===== src/rtl/rv_hazard_pkg.sv =====
// Hazard unit shared types: opcodes, forwarding selects and the
// shadow-entry record tracked for the EX, MEM and WB stages.
package rv_hazard_pkg;

    localparam logic [6:0] OP_R      = 7'b0110011;
    localparam logic [6:0] OP_IMM    = 7'b0010011;
    localparam logic [6:0] OP_LOAD   = 7'b0000011;
    localparam logic [6:0] OP_STORE  = 7'b0100011;
    localparam logic [6:0] OP_BRANCH = 7'b1100011;
    localparam logic [6:0] OP_JAL    = 7'b1101111;
    localparam logic [6:0] OP_JALR   = 7'b1100111;
    localparam logic [6:0] OP_LUI    = 7'b0110111;
    localparam logic [6:0] OP_AUIPC  = 7'b0010111;

    localparam logic [6:0] FUNCT7_MULDIV = 7'b0000001;

    localparam logic [1:0] FRWD_REG = 2'b00;
    localparam logic [1:0] FRWD_MEM = 2'b01;
    localparam logic [1:0] FRWD_WB  = 2'b10;

    typedef struct packed {
        logic       valid;
        logic [4:0] rd;
        logic       wr;
        logic       is_load;
        logic       is_md;
        logic [4:0] rs1;
        logic [4:0] rs2;
        logic       use1;
        logic       use2;
    } shadow_t;

    typedef struct packed {
        logic [4:0] rs1;
        logic [4:0] rs2;
        logic [4:0] rd;
        logic       use1;
        logic       use2;
        logic       wr;
        logic       is_load;
        logic       is_md;
        logic       is_div;
    } dec_t;

    localparam shadow_t SHADOW_NONE = '0;

    // MEM result is younger than WB, so it wins when both match.
    function automatic logic [1:0] frwd_sel(
        logic       use_x,
        logic [4:0] rs,
        shadow_t    mem,
        shadow_t    wb
    );
        if (use_x && mem.valid && mem.wr && mem.rd == rs)
            return FRWD_MEM;
        if (use_x && wb.valid && wb.wr && wb.rd == rs)
            return FRWD_WB;
        return FRWD_REG;
    endfunction

endpackage


===== src/rtl/rv_hazard_if.sv =====
// ID-side hazard bundle: instruction in, stall/bubble/forward controls out.
// master = pipeline datapath, slave = hazard unit.
interface rv_hazard_if;

    logic [31:0] ID_INSTRUCTION;
    logic        ID_VALID;
    logic        EX_FLUSH;
    logic        STALL_IF_ID;
    logic        STALL_ID_EX;
    logic        BUBBLE_EX;
    logic        BUBBLE_MEM;
    logic [1:0]  FRWD_RS1;
    logic [1:0]  FRWD_RS2;
    logic        MD_BUSY;

    modport master (
        output ID_INSTRUCTION, ID_VALID, EX_FLUSH,
        input  STALL_IF_ID, STALL_ID_EX, BUBBLE_EX, BUBBLE_MEM,
        input  FRWD_RS1, FRWD_RS2, MD_BUSY
    );

    modport slave (
        input  ID_INSTRUCTION, ID_VALID, EX_FLUSH,
        output STALL_IF_ID, STALL_ID_EX, BUBBLE_EX, BUBBLE_MEM,
        output FRWD_RS1, FRWD_RS2, MD_BUSY
    );

endinterface


===== src/rtl/rv_hazard_decode.sv =====
// Register-usage decode of one RV32IM instruction.
// Ports: instr_i (32-bit instruction) -> dec_o (regs, use/write/load/M flags).
module rv_hazard_decode
    import rv_hazard_pkg::*;
(
    input  logic [31:0] instr_i,
    output dec_t        dec_o
);

    logic [6:0] opcode;
    logic [6:0] funct7;
    logic [2:0] funct3;

    assign opcode = instr_i[6:0];
    assign funct7 = instr_i[31:25];
    assign funct3 = instr_i[14:12];

    always_comb begin
        dec_o     = '0;
        dec_o.rd  = instr_i[11:7];
        dec_o.rs1 = instr_i[19:15];
        dec_o.rs2 = instr_i[24:20];
        unique case (opcode)
            OP_R: begin
                dec_o.use1  = 1'b1;
                dec_o.use2  = 1'b1;
                dec_o.wr    = 1'b1;
                dec_o.is_md = (funct7 == FUNCT7_MULDIV);
            end
            OP_IMM, OP_JALR: begin
                dec_o.use1 = 1'b1;
                dec_o.wr   = 1'b1;
            end
            OP_LOAD: begin
                dec_o.use1    = 1'b1;
                dec_o.wr      = 1'b1;
                dec_o.is_load = 1'b1;
            end
            OP_STORE, OP_BRANCH: begin
                dec_o.use1 = 1'b1;
                dec_o.use2 = 1'b1;
            end
            OP_JAL, OP_LUI, OP_AUIPC: begin
                dec_o.wr = 1'b1;
            end
            default: ;
        endcase
        // x0 is never a real destination
        dec_o.wr     = dec_o.wr && (dec_o.rd != 5'd0);
        // funct3 100..111 are DIV/DIVU/REM/REMU
        dec_o.is_div = dec_o.is_md && (funct3 >= 3'd4);
    end

endmodule


===== src/rtl/rv_hazard_unit.sv =====
// Hazard unit beside ID: load-use bubbles, M-op front-end freeze and EX forwarding.
// Ports: CLK, RESET (sync, active high), hz (rv_hazard_if.slave).
module rv_hazard_unit
    import rv_hazard_pkg::*;
#(
    parameter int MUL_CYCLES = 1,
    parameter int DIV_CYCLES = 33,
    parameter int CNT_W      = 6
) (
    input  logic       CLK,
    input  logic       RESET,
    rv_hazard_if.slave hz
);

    localparam logic [CNT_W-1:0] MUL_LOAD = CNT_W'(MUL_CYCLES - 1);
    localparam logic [CNT_W-1:0] DIV_LOAD = CNT_W'(DIV_CYCLES - 1);

    dec_t             id_dec;
    shadow_t          id_ent;
    shadow_t          ex_q,  ex_d;
    shadow_t          mem_q, mem_d;
    shadow_t          wb_q,  wb_d;
    logic [CNT_W-1:0] cnt_q, cnt_d;
    logic             md_busy;
    logic             lu_hit;
    logic             ex_kill;

    rv_hazard_decode u_dec (
        .instr_i (hz.ID_INSTRUCTION),
        .dec_o   (id_dec)
    );

    always_comb begin
        id_ent         = SHADOW_NONE;
        id_ent.valid   = hz.ID_VALID;
        id_ent.rd      = id_dec.rd;
        id_ent.rs1     = id_dec.rs1;
        id_ent.rs2     = id_dec.rs2;
        id_ent.wr      = hz.ID_VALID && id_dec.wr;
        id_ent.is_load = hz.ID_VALID && id_dec.is_load;
        id_ent.is_md   = hz.ID_VALID && id_dec.is_md;
        id_ent.use1    = hz.ID_VALID && id_dec.use1;
        id_ent.use2    = hz.ID_VALID && id_dec.use2;
    end

    assign md_busy = (cnt_q != '0);

    // wr already excludes rd == x0, so x0 consumers never stall
    assign lu_hit = ex_q.valid && ex_q.is_load && ex_q.wr &&
                    ((id_ent.use1 && (ex_q.rd == id_ent.rs1)) ||
                     (id_ent.use2 && (ex_q.rd == id_ent.rs2)));

    assign ex_kill = hz.EX_FLUSH || lu_hit;

    always_comb begin
        hz.STALL_IF_ID = 1'b0;
        hz.STALL_ID_EX = 1'b0;
        hz.BUBBLE_EX   = 1'b0;
        hz.BUBBLE_MEM  = 1'b0;
        hz.MD_BUSY     = 1'b0;
        hz.FRWD_RS1    = FRWD_REG;
        hz.FRWD_RS2    = FRWD_REG;
        if (!RESET) begin
            hz.FRWD_RS1 = frwd_sel(ex_q.use1, ex_q.rs1, mem_q, wb_q);
            hz.FRWD_RS2 = frwd_sel(ex_q.use2, ex_q.rs2, mem_q, wb_q);
            hz.MD_BUSY  = md_busy;
            if (md_busy) begin
                hz.STALL_IF_ID = 1'b1;
                hz.STALL_ID_EX = 1'b1;
                hz.BUBBLE_MEM  = 1'b1;
            end else if (!hz.EX_FLUSH && lu_hit) begin
                hz.STALL_IF_ID = 1'b1;
                hz.BUBBLE_EX   = 1'b1;
            end
        end
    end

    // While an M-op is busy EX holds and MEM/WB drain behind it.
    always_comb begin
        wb_d  = mem_q;
        mem_d = md_busy ? SHADOW_NONE : ex_q;
        ex_d  = ex_q;
        cnt_d = cnt_q;
        if (md_busy) begin
            cnt_d = cnt_q - CNT_W'(1);
        end else begin
            ex_d  = ex_kill ? SHADOW_NONE : id_ent;
            cnt_d = '0;
            if (!ex_kill && id_ent.is_md)
                cnt_d = id_dec.is_div ? DIV_LOAD : MUL_LOAD;
        end
    end

    always_ff @(posedge CLK) begin
        if (RESET) begin
            ex_q  <= SHADOW_NONE;
            mem_q <= SHADOW_NONE;
            wb_q  <= SHADOW_NONE;
            cnt_q <= '0;
        end else begin
            ex_q  <= ex_d;
            mem_q <= mem_d;
            wb_q  <= wb_d;
            cnt_q <= cnt_d;
        end
    end

endmodule


===== src/flat_wrapper.sv =====
// flat-port wrapper written by rule: the top's interface ports become plain ports
module rv_hazard_unit_flat import rv_hazard_pkg::*;
#(
    parameter int MUL_CYCLES = 1,
    parameter int DIV_CYCLES = 33,
    parameter int CNT_W      = 6
)
  (CLK, RESET, hz_ID_INSTRUCTION, hz_ID_VALID, hz_EX_FLUSH, hz_STALL_IF_ID, hz_STALL_ID_EX, hz_BUBBLE_EX, hz_BUBBLE_MEM, hz_FRWD_RS1, hz_FRWD_RS2, hz_MD_BUSY);
  rv_hazard_if hz_i ();
  input  logic CLK;
  input  logic RESET;
  input wire logic [$bits(hz_i.ID_INSTRUCTION)-1:0] hz_ID_INSTRUCTION;
  input wire logic [$bits(hz_i.ID_VALID)-1:0] hz_ID_VALID;
  input wire logic [$bits(hz_i.EX_FLUSH)-1:0] hz_EX_FLUSH;
  output wire logic [$bits(hz_i.STALL_IF_ID)-1:0] hz_STALL_IF_ID;
  output wire logic [$bits(hz_i.STALL_ID_EX)-1:0] hz_STALL_ID_EX;
  output wire logic [$bits(hz_i.BUBBLE_EX)-1:0] hz_BUBBLE_EX;
  output wire logic [$bits(hz_i.BUBBLE_MEM)-1:0] hz_BUBBLE_MEM;
  output wire logic [$bits(hz_i.FRWD_RS1)-1:0] hz_FRWD_RS1;
  output wire logic [$bits(hz_i.FRWD_RS2)-1:0] hz_FRWD_RS2;
  output wire logic [$bits(hz_i.MD_BUSY)-1:0] hz_MD_BUSY;
  assign hz_i.ID_INSTRUCTION = hz_ID_INSTRUCTION;
  assign hz_i.ID_VALID = hz_ID_VALID;
  assign hz_i.EX_FLUSH = hz_EX_FLUSH;
  assign hz_STALL_IF_ID = hz_i.STALL_IF_ID;
  assign hz_STALL_ID_EX = hz_i.STALL_ID_EX;
  assign hz_BUBBLE_EX = hz_i.BUBBLE_EX;
  assign hz_BUBBLE_MEM = hz_i.BUBBLE_MEM;
  assign hz_FRWD_RS1 = hz_i.FRWD_RS1;
  assign hz_FRWD_RS2 = hz_i.FRWD_RS2;
  assign hz_MD_BUSY = hz_i.MD_BUSY;
  rv_hazard_unit #(.MUL_CYCLES(MUL_CYCLES), .DIV_CYCLES(DIV_CYCLES), .CNT_W(CNT_W)) u_core (.CLK(CLK), .RESET(RESET), .hz(hz_i));
endmodule

===== config.mk =====
export PLATFORM = sky130hd
export DESIGN_NAME = rv_hazard_unit_flat
export DESIGN_NICKNAME = d
export VERILOG_FILES = /design/src/rtl/rv_hazard_pkg.sv /design/src/rtl/rv_hazard_if.sv /design/src/rtl/rv_hazard_decode.sv /design/src/rtl/rv_hazard_unit.sv /design/src/flat_wrapper.sv
export SDC_FILE = /design/constraint.sdc
export NUM_CORES = 1
export LEC_CHECK = 0
export ABC_AREA = 1
export BUFFER_PORTS_ARGS = -buffer_cell sky130_fd_sc_hd__buf_2
export CORE_MARGIN = 2
export CORE_UTILIZATION = 38
export CTS_BUF_LIST = sky130_fd_sc_hd__clkbuf_4 sky130_fd_sc_hd__clkbuf_8 sky130_fd_sc_hd__clkbuf_16
export CTS_CLUSTER_DIAMETER = 200
export DETAILED_ROUTE_END_ITERATION = 10
export GPL_ROUTABILITY_DRIVEN = 0
export GPL_TIMING_DRIVEN = 0
export PLACE_DENSITY_LB_ADDON = 0.2
export SLEW_MARGIN = 25
export SYNTH_ARGS = -nofsm -noshare
export SYNTH_HDL_FRONTEND = slang
export SYNTH_SLANG_ARGS = --single-unit

===== constraint.sdc =====
create_clock -name CLK -period 1.55 [get_ports CLK]
set_clock_uncertainty 0.15 [all_clocks]
set_input_delay 0.31 -clock CLK [delete_from_list [all_inputs] [get_ports CLK]]
set_output_delay 0.31 -clock CLK [all_outputs]
set_load 0.02 [all_outputs]

==> results by group <==
Route
  – DR vias/cell: 4.59
  – DRC: 0
  – Via total after detailed routing: around 2000
  – Pre-Repair DR Iteration Count: 4
  – Post-route ant nets: 0
  – DRT Wirelength: roughly 5.1 mm
  – Routed length per instance: about 12 um
  – First DRT Iteration DRCs: ~150

Yosys
  – Post-Synth XOR/XNOR Area: 0.0206
  – Syn Inst Count: 310
  – Synth Area per Inst: 6.85 um^2
  – Synth Flop Type: dfxtp_1
  – Mux contribution to synthesized area: 0
  – Compound-Gate Fraction of Synth Area: 0.126
  – Post-Synth Simple-Gate Area: 0.351
  – Largest family of logic cells by synthesized area: simple AND/OR/NAND/NOR gates
  – Adder-cell share of the synthesized area: 0.0118
  – Ys async rst share: 0
  – Post-synthesis register bit count: 40
  – Synthesized net count: around 350
  – Register area share after synthesis: 0.377
  – Distinct cells, synth: 34
  – EDFF count, synth: 0
  – Area of the mapped netlist: ~0.0021 mm^2
  – Yosys warns: 0

Outcome
  – Status: finished, violations left
  – Failing checks: setup timing

Finish
  – Cell Count, Final, Fillers Out: around 450
  – Commonest cells after routing, fill and taps aside: 71 x nand2_1, 36 x inv_1, 36 x buf_2
  – Commonest non-fill, non-tap cell in the layout: nand2_1
  – Fraction of layout cells with a size suffix above 1: 0.409
  – Ant diodes: 0
  – Area Overhead vs Synth: 37.0%
  – Nets@finish: approximately 410

Worst hold path
  – Hold Path Class: primary input to flip-flop
  – Worst hold stages: 3

Floorplanning
  – FP Rows: 27
  – Die Y: 78.7 um
  – Starting Density: 0.390
  – DIE AREA: about 0.0062 mm^2
  – Core Area: 0.00544 mm^2
  – Die Wd: 78.7 um
  – # IOs: 45

Clock network
  – Clock sinks: 40
  – Clock latency at the later pin of the worst-skew pair: 290 ps
  – Num CTS Buffers: 5
  – Clock Pin Slew Worst Setup and Hold Paths: ~80 ps
  – Clock root cell: clkbuf_8
  – H-Tree Depth: 2
  – CTS tree: built
  – Deepest clock path buffer count: 2
  – Hold_buf cts: 0

Timing
  – Final WS setup: -600 ps
  – RSZ-0062 raised after global routing: yes
  – Worst-margin pin slew: approximately 280 ps
  – F_max: approximately 0.47 GHz
  – Slew HR: 0.812
  – Part of the cycle the worst path needs: 1.39
  – Hold Fails Final Rpt: 0
  – Max-slew violations: 0
  – Setup violations, final: 37
  – Crit path time final: approximately 2200 ps

Power
  – Total power per unit cell area: around 1400 mW/mm^2
  – Switching share of power: 0.365
  – Total power: between 3 and 4 mW
  – Combinational power share: 0.447
  – Clock power share: 0.217
  – Internal power: 2.51 mW
  – LEAKAGE: 1.31 nW
  – P_sw: approximately 1.4 mW
  – IR drop worst, VDD: 0.545 mV
  – Sequential Power Share: 0.336

Setup path
  – FF-to-FF path depth: 11
  – CP Launch Type: flip-flop
  – CP Data Arrival Time: ~1700 ps
  – WP data required: between 1000 and 1500 ps
  – Crit Path Max Fanout: 5
  – Endpoint class of the critical path: output pin
  – Setup Crit Path Kind: flip-flop to output pin

Global route
  – Initial antenna violation count: 0
  – Total GRT Usage: 0.177
  – Grt ovf: 0
  – Largest net degree at the start of global routing: 13
  – Vias in the first global route: 1902
  – First-pass GRT wire length: 8.65 mm

Place
  – Hpwl dp: approximately 3.9 mm
  – Port bufs: 42
  – Dpl ws: -508 ps
  – Post-Place Cells: ~420

Run
  – Max-cap violations: 0
==> worst max-delay path: stages (launching register included) <==
cell      delay, ps
dfxtp_2         330
inv_2            90
or2_0           120
o211ai_1         90
nor2_2          120
nand2_1          90
nand2_2          80
nand4_1         200
nor2_4          150
buf_6           120
==> logic make-up (layout without fill, tap and decap cells) <==
kind of cell,count (synthesis),in the layout
buffers and inverters,55,119
AOI/OAI and AO/OA,40,40
DFF,40,40
adders and majority gates,2,2
and+or+nand+nor,168,168
xor gates and xnor gates,5,5
==> sequential cells by signal, indices dropped and copies added, names as in the netlist <==
register	cells
u_core.cnt_q	6
u_core.ex_q	20
u_core.mem_q	7
u_core.wb_q	7
==> stage by stage <==
| stage | instance area [um^2] | hold slack (ps) | TNS (ps) | utilization |
|---|---|---|---|---|
| final | 2910 | 119 | -7050 | 0.534 |
| after global routing | 2910 | 122 | -10360 | 0.534 |
| after CTS | 2790 | 124 | -6700 | 0.512 |
| after detailed placement | 2490 | 252 | -6220 | 0.458 |
| after global placement | 2490 | 254 | -6020 | 0.458 |
| after floorplan | 2190 | 243 | -289 | - |
==> Yosys cell counts (3+ instances only) <==
cell type / n / area share
o22ai_1: 12 / 0.035
inv_1: 47 / 0.083
nand4_1: 7 / 0.021
xor2_1: 3 / 0.012
or2_2: 3 / 0.0088
nand3_1: 12 / 0.028
a21oi_1: 3 / 0.0071
nor2_1: 47 / 0.083
o21ai_0: 10 / 0.024
nand2_1: 79 / 0.14
buf_4: 3 / 0.011
o21ai_2: 10 / 0.041
dfxtp_1: 40 / 0.38
nor4_1: 5 / 0.015
==> power groups by stage <==
stage	combinational, mW	clock, mW	sequential (mW)
2_1_floorplan	1.06	0	1.30
3_5_place_dp	1.35	0	1.33
6_report	1.77	0.857	1.33
3_3_place_gp	1.34	0	1.33
5_1_grt	1.95	0.933	1.35
4_1_cts	1.63	0.870	1.32
==> worst paths after layout <==
check,endpoint,slack [ps],start
worst min register to register,u_core.cnt_q[0]$_SDFF_PN0_,270,u_core.cnt_q[0]$_SDFF_PN0_
worst max-delay path,hz_BUBBLE_EX,-600,u_core.ex_q[16]$_SDFFE_PP0P_
worst max register to register,u_core.ex_q[5]$_SDFFE_PP0P_,-200,u_core.ex_q[16]$_SDFFE_PP0P_
worst min-delay path,u_core.ex_q[19]$_SDFFE_PP0P_,120,hz_ID_INSTRUCTION[11]
==> layer usage <==
metal  part of all wire  routed length [um]  global-route usage  up-vias
li1                   -                   -                   -     1112
met3              0.038                 194              0.0352        2
met4             0.0076                  39              0.0474        0
met1               0.47                2420               0.229      900
met5                  0                   0                   0        -
met2               0.48                2490               0.300       35
==> area by class of cell <==
class | instances | area, um^2
plain buffers | 7 | 81.3
clock inverters | 2 | 35.0
inverters | 48 | 185
repair buffers | 56 | 387
clock buffers | 6 | 76.3
flip-flops and latches | 40 | 825
well taps | 72 | 90.1
multi-input cells | 215 | 1230
fillers | 543 | 2530
==> timing repair <==
item / in CTS / in global routing
setup endpoints to repair: 29 / 37
gates resized for setup: 50 / 34
hold endpoints to repair: 0 / 0
pin swaps: 15 / 19
buffers inserted: 11 / 4
(Power assumes the default switching activity.)
